[config.mk]
export PLATFORM = sky130hd
export DESIGN_NAME = reg_read_stage
export DESIGN_NICKNAME = d
export VERILOG_FILES = /design/src/rtl/reg_read_stage.sv
export SDC_FILE = /design/constraint.sdc
export NUM_CORES = 1
export LEC_CHECK = 0
export ABC_CLOCK_PERIOD_IN_PS = 8600
export CAP_MARGIN = 25
export CORE_MARGIN = 5
export CORE_UTILIZATION = 61
export CTS_BUF_LIST = sky130_fd_sc_hd__clkbuf_16
export CTS_CLUSTER_DIAMETER = 50
export DETAILED_ROUTE_END_ITERATION = 10
export GPL_TIMING_DRIVEN = 0
export PLACE_DENSITY = 0.85
export SLEW_MARGIN = 20
export SYNTH_ARGS = -nofsm -noshare
export SYNTH_HDL_FRONTEND = slang
export SYNTH_SLANG_ARGS = --single-unit
[constraint.sdc]
create_clock -name clk -period 8.6 [get_ports clk]
set_clock_uncertainty 0.2 [all_clocks]
set_input_delay 2.15 -clock clk [delete_from_list [all_inputs] [get_ports clk]]
set_output_delay 2.15 -clock clk [all_outputs]
set_load 0.01 [all_outputs]
[src/rtl/reg_read_stage.sv]
// Register-read stage: 8x16 register file, pending scoreboard, registered operands to execute.
// Optional write-through bypass from write-back is enabled with `define RF_BYPASS_EN.
module reg_read_stage #(
  parameter int DATA_W = 16,
  parameter int ADDR_W = 3,
  parameter int NREGS  = 1 << ADDR_W,
  parameter int OP_W   = 16
) (
  input  logic              clk,
  input  logic              reset,
  input  logic              in_valid,
  output logic              in_ready,
  input  logic [ADDR_W-1:0] in_rs1,
  input  logic [ADDR_W-1:0] in_rs2,
  input  logic [ADDR_W-1:0] in_rd,
  input  logic              in_rd_we,
  input  logic [OP_W-1:0]   in_op,
  input  logic              wb_en,
  input  logic [ADDR_W-1:0] wb_addr,
  input  logic [DATA_W-1:0] wb_data,
  output logic              out_valid,
  input  logic              out_ready,
  output logic [DATA_W-1:0] out_rs1_data,
  output logic [DATA_W-1:0] out_rs2_data,
  output logic [ADDR_W-1:0] out_rd,
  output logic              out_rd_we,
  output logic [OP_W-1:0]   out_op
);

  logic [DATA_W-1:0] rf_q [NREGS];
  logic [NREGS-1:0]  pend_q, pend_d;
  logic [NREGS-1:0]  wb_clr, pend_eff;
  logic [DATA_W-1:0] rs1_val, rs2_val;
  logic              hazard, accept;

  logic              vld_q;
  logic [DATA_W-1:0] rs1_q, rs2_q;
  logic [ADDR_W-1:0] rd_q;
  logic              we_q;
  logic [OP_W-1:0]   op_q;

  always_comb begin
    wb_clr = '0;
    if (wb_en) wb_clr[wb_addr] = 1'b1;
  end

`ifdef RF_BYPASS_EN
  // A register being written back this cycle is already resolved.
  always_comb begin
    pend_eff = pend_q & ~wb_clr;
    rs1_val  = wb_clr[in_rs1] ? wb_data : rf_q[in_rs1];
    rs2_val  = wb_clr[in_rs2] ? wb_data : rf_q[in_rs2];
  end
`else
  always_comb begin
    pend_eff = pend_q;
    rs1_val  = rf_q[in_rs1];
    rs2_val  = rf_q[in_rs2];
  end
`endif

  always_comb begin
    hazard = pend_eff[in_rs1] | pend_eff[in_rs2]
           | (in_rd_we & pend_eff[in_rd]);
    in_ready = !reset && !hazard && (!vld_q || out_ready);
    accept = in_valid && in_ready;
  end

  // Set on accept overrides a same-cycle clear.
  always_comb begin
    pend_d = pend_q & ~wb_clr;
    if (accept && in_rd_we) pend_d[in_rd] = 1'b1;
  end

  always_ff @(posedge clk) begin
    if (reset) begin
      for (int i = 0; i < NREGS; i++) rf_q[i] <= '0;
      pend_q <= '0;
      vld_q  <= 1'b0;
      rs1_q  <= '0;
      rs2_q  <= '0;
      rd_q   <= '0;
      we_q   <= 1'b0;
      op_q   <= '0;
    end else begin
      if (wb_en) rf_q[wb_addr] <= wb_data;
      pend_q <= pend_d;
      if (accept) begin
        vld_q <= 1'b1;
        rs1_q <= rs1_val;
        rs2_q <= rs2_val;
        rd_q  <= in_rd;
        we_q  <= in_rd_we;
        op_q  <= in_op;
      end else if (out_ready) begin
        vld_q <= 1'b0;
      end
    end
  end

  assign out_valid    = vld_q;
  assign out_rs1_data = rs1_q;
  assign out_rs2_data = rs2_q;
  assign out_rd       = rd_q;
  assign out_rd_we    = we_q;
  assign out_op       = op_q;

endmodule

==> Word-level counts from Yosys, hierarchy flattened <==
Memories as Yosys holds them, arrays and structs flattened. A register that Yosys moved wholly into a read port is not among the register bits.
Index checks and enable logic that the tools add are counted.
{ "word_totals": {"memories": 1, "out_inout_bits": 54, "inputBits": 50, "reg_bits": 29, "ram_bits": 128, "word_cells": 52} }
{ "memory_table": {"columns": ["memory", "depth", "word_bits", "rd", "rd_clocked_by_memory_dff", "write_ports", "line_no", "text"], "rows": [
  ["rf_q", 8, 16, 2, 2, 8, "30", "logic [DATA_W-1:0] rf_q [NREGS];"]
]} }
{ "classes": {"order_cmp": 6, "n_reduce_logical": 12, "bitwise_logic": 6, "muxes": 22} }
{ "op_table": {"columns": ["operator", "n"], "rows": [
  ["< comparator 3 x 4 -> 1 bit (second input constant)", 4],
  ["2-to-1 mux 16 bit", 1],
  ["2-to-1 mux 8 bit", 2],
  ["OR reduction 16 bit", 1],
  ["2-to-1 mux 1 bit", 13],
  ["binary-select mux 1 bit (select 3 bit)", 3],
  ["AND 8 bit", 1],
  ["inverter 8 bit", 1],
  ["bitwise OR 8 bit", 1],
  ["demux 1 bit (select 3 bit)", 2],
  [">= comparator 3 x 1 -> 1 bit (second input constant)", 2],
  ["logical AND 1 bit", 6],
  ["zero test 1 bit", 3],
  ["2-to-1 mux 3 bit", 1],
  ["bitwise OR 1 bit", 2],
  ["nonzero test 2 bit", 1],
  ["AND 1 bit", 1],
  ["logical OR 1 bit", 1]
]} }

==> Logic depth before layout (Yosys ltp) <==
Gate-level depths: netlist (run 1).
{ "logic_depth": {"word_depth": 10, "ltp_mapped": 8, "mapped_depth_nobuf": 5} }

==> Worst setup path after synthesis (run 1) <==
Ideal clock, no wire load.
{ "synth_timing": {"kind": "input to output", "start": "in in_rs1[0]", "end": "out in_ready", "required_time_ps": 6250, "n_path_buf": 3, "stages": 7, "t_arrival_ps": 3615, "slack_ps": 2635, "path_cell_list": "buf_2 mux4_2 nand2b_1 and4_1 buf_4 buf_2 and2_1"} }
{ "synth_between": {"elab_chain_cells": 7} }
{ "synth_lines": {"columns": ["element", "line_no", "text"], "rows": [
  ["start, declared", "13", "input logic [ADDR_W-1:0] in_rs1,"],
  ["binary-select mux 1 bit (select 3 bit)", "63", "hazard = pend_eff[in_rs1] | pend_eff[in_rs2]"],
  ["2-to-1 mux 1 bit (not written as such)", "63", null],
  ["bitwise OR 1 bit", "63", null],
  ["bitwise OR 1 bit", "64", "| (in_rd_we & pend_eff[in_rd]);"],
  ["zero test 1 bit", "65", "in_ready = !reset && !hazard && (!vld_q || out_ready);"],
  ["logical AND 1 bit (2 in series)", "65", null],
  ["end, declared", "12", "output logic in_ready,"]
]} }
No other way between the ends. The select of a mux whose other input is x is not followed.

==> Worst setup path after layout (run 1) <==
{ "layout_timing": {"start": "in in_rs2[2]", "end": "out in_ready"} }
{ "layout_between": {"elab_chain_cells": 7} }
{ "layout_lines": {"columns": ["element", "line_no", "text"], "rows": [
  ["start, declared", "14", "input logic [ADDR_W-1:0] in_rs2,"],
  ["binary-select mux 1 bit (select 3 bit)", "63", null],
  ["2-to-1 mux 1 bit (not written as such)", "63", null],
  ["bitwise OR 1 bit", "63", null],
  ["bitwise OR 1 bit", "64", null],
  ["zero test 1 bit", "65", null],
  ["logical AND 1 bit (2 in series)", "65", null]
]} }
No other way between the ends. The select of a mux whose other input is x is not followed.

==> qor.txt, run 1 <==
Antenna diode count -> 0
CP max stage delay -> 0.58 ns
Initial antenna violation count -> 0
Post CTS Setup Buffer Count -> 0
IO Count -> 104
Max VDD drop -> 0.000177 V
Post-Synthesis Cells -> 671
Yosys warning count -> 0
CTS Sinks -> 189
Total negative setup slack -> 0 ns
Via Count -> 6503
Avg Inst Size Synth -> 14.2 µm²
Row cnt -> 45
Hold/Removal Path Class -> reg -> reg
Synthesized area -> 9510 µm²
Share of layout cells above drive strength 1 -> 24.9%
M1 WL -> 9230 µm
Max_slew headroom -> 35.2%
Reg2Reg Depth -> 6
Global-route wire length before repair -> 38600 µm
Starting Density -> 62.3%
Final wirelength -> 25700 µm
CP Max Fanout -> 10
Total grt overflow -> 0
Clock root cell -> clkbuf_16
Top Layer Used -> met4
CP max stage cell -> clkbuf_1
Buf/Inv on CP -> 4
Tmin final -> 6.77 ns
Synthesis-to-layout area growth -> 19.2%
Post-synthesis sequential area ratio -> 53.3%
Die area -> 18200 µm²
Fillcell total -> 925
Count of different cell masters after synthesis -> 40
Die Wd -> 135 µm
Startpoint types -> primary input
Fin. Hold Viols -> 0
Maximum clock insertion buffer count -> 2
Routability cong. -> 0.866
CP required -> 6.25 ns
Top delay family on crit path -> buffers and inverters
Levels on crit path -> 7
Fin. max-slew vios -> 0
CTS resizes -> 0
Number of synthesized flops with an enable pin -> 128
Most common cell after layout, fill and taps aside -> and2_1
#FFs+latches synth -> 189
I/O Buffers -> 93
Endpoint type of the worst setup path -> primary output
Worst hold slack -> 0.280 ns
Vias in the first global route -> 6754
Primary FF master, synth -> edfxtp_1
CP arrival -> 4.42 ns
Post-DRT Antenna Nets -> 0
Pwr dens -> 192 nW/µm²
Met3 WL -> 2610 µm
Metal2 WL -> 12900 µm
Final period util -> 78.7%
Status -> finished, final reports clean
Vias per cell -> 6.44
Hold buffer count at cts -> 0
H-tree Lvls -> 4
HPWL Detailed -> 17400 µm
Max Fclk -> 148 MHz
Skew-Pair Late Insertion Delay -> 0.44 ns
WHS Path Cells -> 2
CTS tree -> yes
CTS clk-pin slew, worst paths -> 0.07 ns
Final Setup Violations -> 0
RSZ-0062 raised after global routing -> no
Static leakage -> 3.89 nW
Least-Margin Pin Slew -> 0.973 ns
Fin worst setup slack -> 1.83 ns
Pin count of the biggest net entering global routing -> 18
Most frequent cells in the layout -> and2_1, edfxtp_1, clkdlybuf4s50_1
Async S/R FF share, synth -> 0%
DR iter-0 viols -> 842
Post-Syn Nets -> 721
Residual DRC -> 0
Tot GR Track Use -> 29.0%
DR pass1 iterations -> 5
Routed len/inst -> 25.5 µm
Worst slack, placed -> 1.86 ns
Max Cap Viol -> 0
Core box area -> 15300 µm²
Die Y -> 135 µm
Total CTS buffers -> 17
CP cell instances -> clkbuf_1 > mux4_2 > and4_1 > buf_4 > buf_2 > and2_1 > clkdlybuf4s50_1
Worst Setup Path Type -> in -> out
Fin nets -> 835
-- per-stage QoR --
step	cells	total power [W]	utilization (%)	instance area [µm²]
floorplan	671	0.00127	-	9510
global placement	975	0.00139	70.2	10700
detailed placement	977	0.00141	70.5	10800
CTS	1009	0.00218	74.3	11300
global route	1009	0.00224	74.3	11300
finish	1009	0.00218	74.3	11300
-- final timing paths --
| path | from | endpoint | slack (ns) |
|---|---|---|---|
| worst min-delay path | out_op[8] | out_op[8] | 0.28 |
| worst min register to register | out_op[8] | out_op[8] | 0.28 |
| worst max register to register | pend_eff[2] | out_rs1_data[11] | 6.29 |
| worst max-delay path | in_rs2[2] | in_ready | 1.83 |
-- logic make-up (layout without fill, tap and decap cells) --
kind of cell,count (synthesis),count (layout),synth area share [%]
compound gates,122,122,10.8
buf+inv,68,195,4.07
flops,189,189,53.3
mux,105,105,20.1
simple gates,187,187,11.8
-- area by class of cell --
cell class / count / area [µm²] / area share [%]
buffer: 58 / 349 / 3.08
clock buffer: 17 / 425 / 3.75
clock inverter: 15 / 156 / 1.38
inverter: 10 / 37.5 / 0.331
multi-input combinational: 414 / 4080 / 36.0
sequential: 189 / 5060 / 44.7
tap: 211 / 264 / 2.33
timing repair buffer: 95 / 961 / 8.48
-- worst reg2reg max path, stage by stage (launching register included) --
cell and delay [ns]:
dfxtp_1 0.34, mux4_2 0.49, a22oi_2 0.20, nand2_1 0.14, nor2_2 0.29, buf_2 0.38
a211oi_2 0.12
-- per-layer routing --
metal | GRT usage [%] | vias up
li1 | - | 2781
met1 | 34.9 | 3246
met2 | 49.0 | 403
met3 | 7.68 | 73
met4 | 13.3 | 0
met5 | 0 | -
-- registers in the layout (all words and copies together) (netlist names) --
signal        count
out_op           16
out_rd            3
out_rd_we         1
out_rs1_data     16
out_rs2_data     16
out_valid         1
pend_eff          8
rf_q            128
-- cells in the mapped netlist, types with 2 or more instances --
cell type,instances,share of area (%)
buf_4,4,0.32
a21oi_2,30,2.8
buf_2,11,0.58
a211oi_1,2,0.16
nand3_1,19,1.0
nor3_1,2,0.11
or2_2,2,0.13
o32ai_2,2,0.34
nand2_1,8,0.32
inv_1,10,0.39
and2_1,130,8.6
o21ai_0,20,1.1
clkbuf_1,34,1.3
a31o_2,3,0.28
a211oi_2,30,3.9
nand2b_1,6,0.39
mux4_2,69,16
edfxtp_1,128,40
dfxtp_1,61,13
o21bai_1,3,0.24
mux2i_1,36,3.8
a21oi_1,24,1.3
nor2_1,8,0.32
buf_12,4,0.84
o22ai_1,4,0.26
buf_6,5,0.59
nor2b_1,3,0.20
-- where the power goes --
group	internal (W)	total, W	switching [W]
Combinational	0.000158	0.000332	0.000174
Sequential	0.00103	0.00107	0.0000355
Clock	0.000450	0.000783	0.000333
No activity file was read; power rests on OpenSTA's default activity.
==> inputs of run 2 (changes only) <==
- ABC_CLOCK_PERIOD_IN_PS: 8600 -> 6120
- CORE_UTILIZATION: 61 -> 51
- PLACE_DENSITY: 0.85 -> 0.76
- clock period: 8.6 -> 6.12 ns (I/O delays scaled with it)
==> qor.txt, run 2 (synthesized netlist as in run 1, its figures left out) <==
Status -> finished, final reports clean
CTS resizes -> 0
Vias in the first global route -> 6581
Total grt overflow -> 0
IO Count -> 104
CP max stage cell -> clkbuf_1
DR pass1 iterations -> 5
Fin nets -> 836
Static leakage -> 3.91 nW
Post-route non-filler standard cell count -> 1033
Endpoint type of the worst setup path -> primary output
Pin count of the biggest net entering global routing -> 18
Post CTS Setup Buffer Count -> 0
Total CTS buffers -> 17
Fin worst setup slack -> 0.500 ns
Least-Margin Pin Slew -> 0.977 ns
Row cnt -> 50
CP cell instances -> clkbuf_1 > mux4_2 > and4_1 > buf_4 > buf_2 > and2_1 > clkdlybuf4s50_1
Max reg flops -> 128
CP arrival -> 3.89 ns
CP required -> 4.39 ns
Tmin final -> 5.62 ns
Share of layout cells above drive strength 1 -> 25.4%
Synthesis-to-layout area growth -> 19.3%
Initial antenna violation count -> 0
CTS Sinks -> 189
Core box area -> 18500 µm²
Die area -> 21500 µm²
Vias per cell -> 6.08
RSZ-0062 raised after global routing -> no
Most common cell after layout, fill and taps aside -> and2_1
Top delay family on crit path -> buffers and inverters
Largest reg by FF count -> rf_q
Fin area -> 11300 µm²
CP Max Fanout -> 10
Max Cap Viol -> 0
Placed cells -> 1001
Final wirelength -> 24800 µm
H-tree Lvls -> 4
Final Total Pwr -> 0.00301 W
Antenna diode count -> 0
Buf/Inv on CP -> 4
Die Wd -> 147 µm
Most frequent cells in the layout -> and2_1, edfxtp_1, clkdlybuf4s50_1
Via Count -> 6276
Post-DRT Antenna Nets -> 0
Worst slack, placed -> 0.496 ns
Residual DRC -> 0
CTS tree -> yes
Hold buffer count at cts -> 0
Die Y -> 147 µm
CTS clk-pin slew, worst paths -> 0.07 ns
Startpoint types -> primary input
CP max stage delay -> 0.63 ns
Starting Density -> 51.4%
Total negative setup slack -> 0 ns
Max VDD drop -> 0.000170 V
Maximum clock insertion buffer count -> 2
Max Fclk -> 178 MHz
Worst Setup Path Type -> in -> out
Hold/Removal Path Class -> reg -> reg
Clock root cell -> clkbuf_16
Max_slew headroom -> 34.9%
Routed len/inst -> 24.0 µm
DR iter-0 viols -> 602
Tot GR Track Use -> 23.6%
HPWL Detailed -> 17800 µm
Skew-Pair Late Insertion Delay -> 0.43 ns
Fin. Hold Viols -> 0
Pwr dens -> 265 nW/µm²
I/O Buffers -> 93
Final period util -> 91.8%
Placed cell areas -> 10800 µm²
Final Setup Violations -> 0
Fin. max-slew vios -> 0
Routability cong. -> 0.810
Global-route wire length before repair -> 38200 µm
## run 2: cell count changes in the layout (fill, tap and decap cells not counted), moves of 2 or more
cell and change:
inv_2 +4, clkbuf_16 +3, clkinvlp_2 -2, clkinv_1 -2, clkinvlp_4 -2, bufinv_16 -3
inv_4 +3, clkinv_4 -2
## run 2: worst paths after layout
kind | startpoint | endpoint | slack, ns | depth (start not counted)
worst max-delay path | in_rs2[2] | in_ready | 0.50 | 7
worst min-delay path | out_op[3] | out_op[3] | 0.28 | 2
worst max register to register | pend_eff[6] | out_rs2_data[13] | 3.82 | 6
worst min register to register | out_op[3] | out_op[3] | 0.28 | 2
## run 2: routing by layer
| layer | wire length, µm | vias to the layer above | share of wire [%] | GRT usage [%] |
|---|---|---|---|---|
| met5 | 0 | - | 0 | 0 |
| met4 | 598 | 0 | 2.4 | 8.47 |
| met3 | 1810 | 40 | 7.3 | 4.31 |
| met2 | 13100 | 306 | 53 | 41.1 |
| met1 | 9310 | 3144 | 37 | 29.6 |
| li1 | - | 2786 | - | - |
## run 2: through the flow
| step | utilization, % | hold WS, ns |
|---|---|---|
| floorplan | - | 0.263 |
| global placement | 58.0 | 0.264 |
| detailed placement | 58.3 | 0.267 |
| CTS | 61.3 | 0.276 |
| global route | 61.3 | 0.302 |
| finish | 61.3 | 0.279 |
## run 2: power by group
part	total, W	internal, W	switching [W]	leakage [nW]
logic	0.000457	0.000222	0.000235	1.88
clock network	0.00106	0.000586	0.000470	0.296
registers	0.00150	0.00145	0.0000468	1.74
## run 2: tightest hold or removal path, stage by stage, from the launching register on
cell,delay (ns)
dfxtp_1,0.31
o21ai_0,0.07
a21oi_1,0.06
## run 2: layout make-up
cell class                 instances  area, µm²
buffer                            58        349
clock buffer                      20        500
clock inverter                    12       60.1
fill                            1372       7170
inverter                          10       37.5
multi-input combinational        414       4070
sequential                       189       5060
tap                              234        293
timing repair buffer              96        972
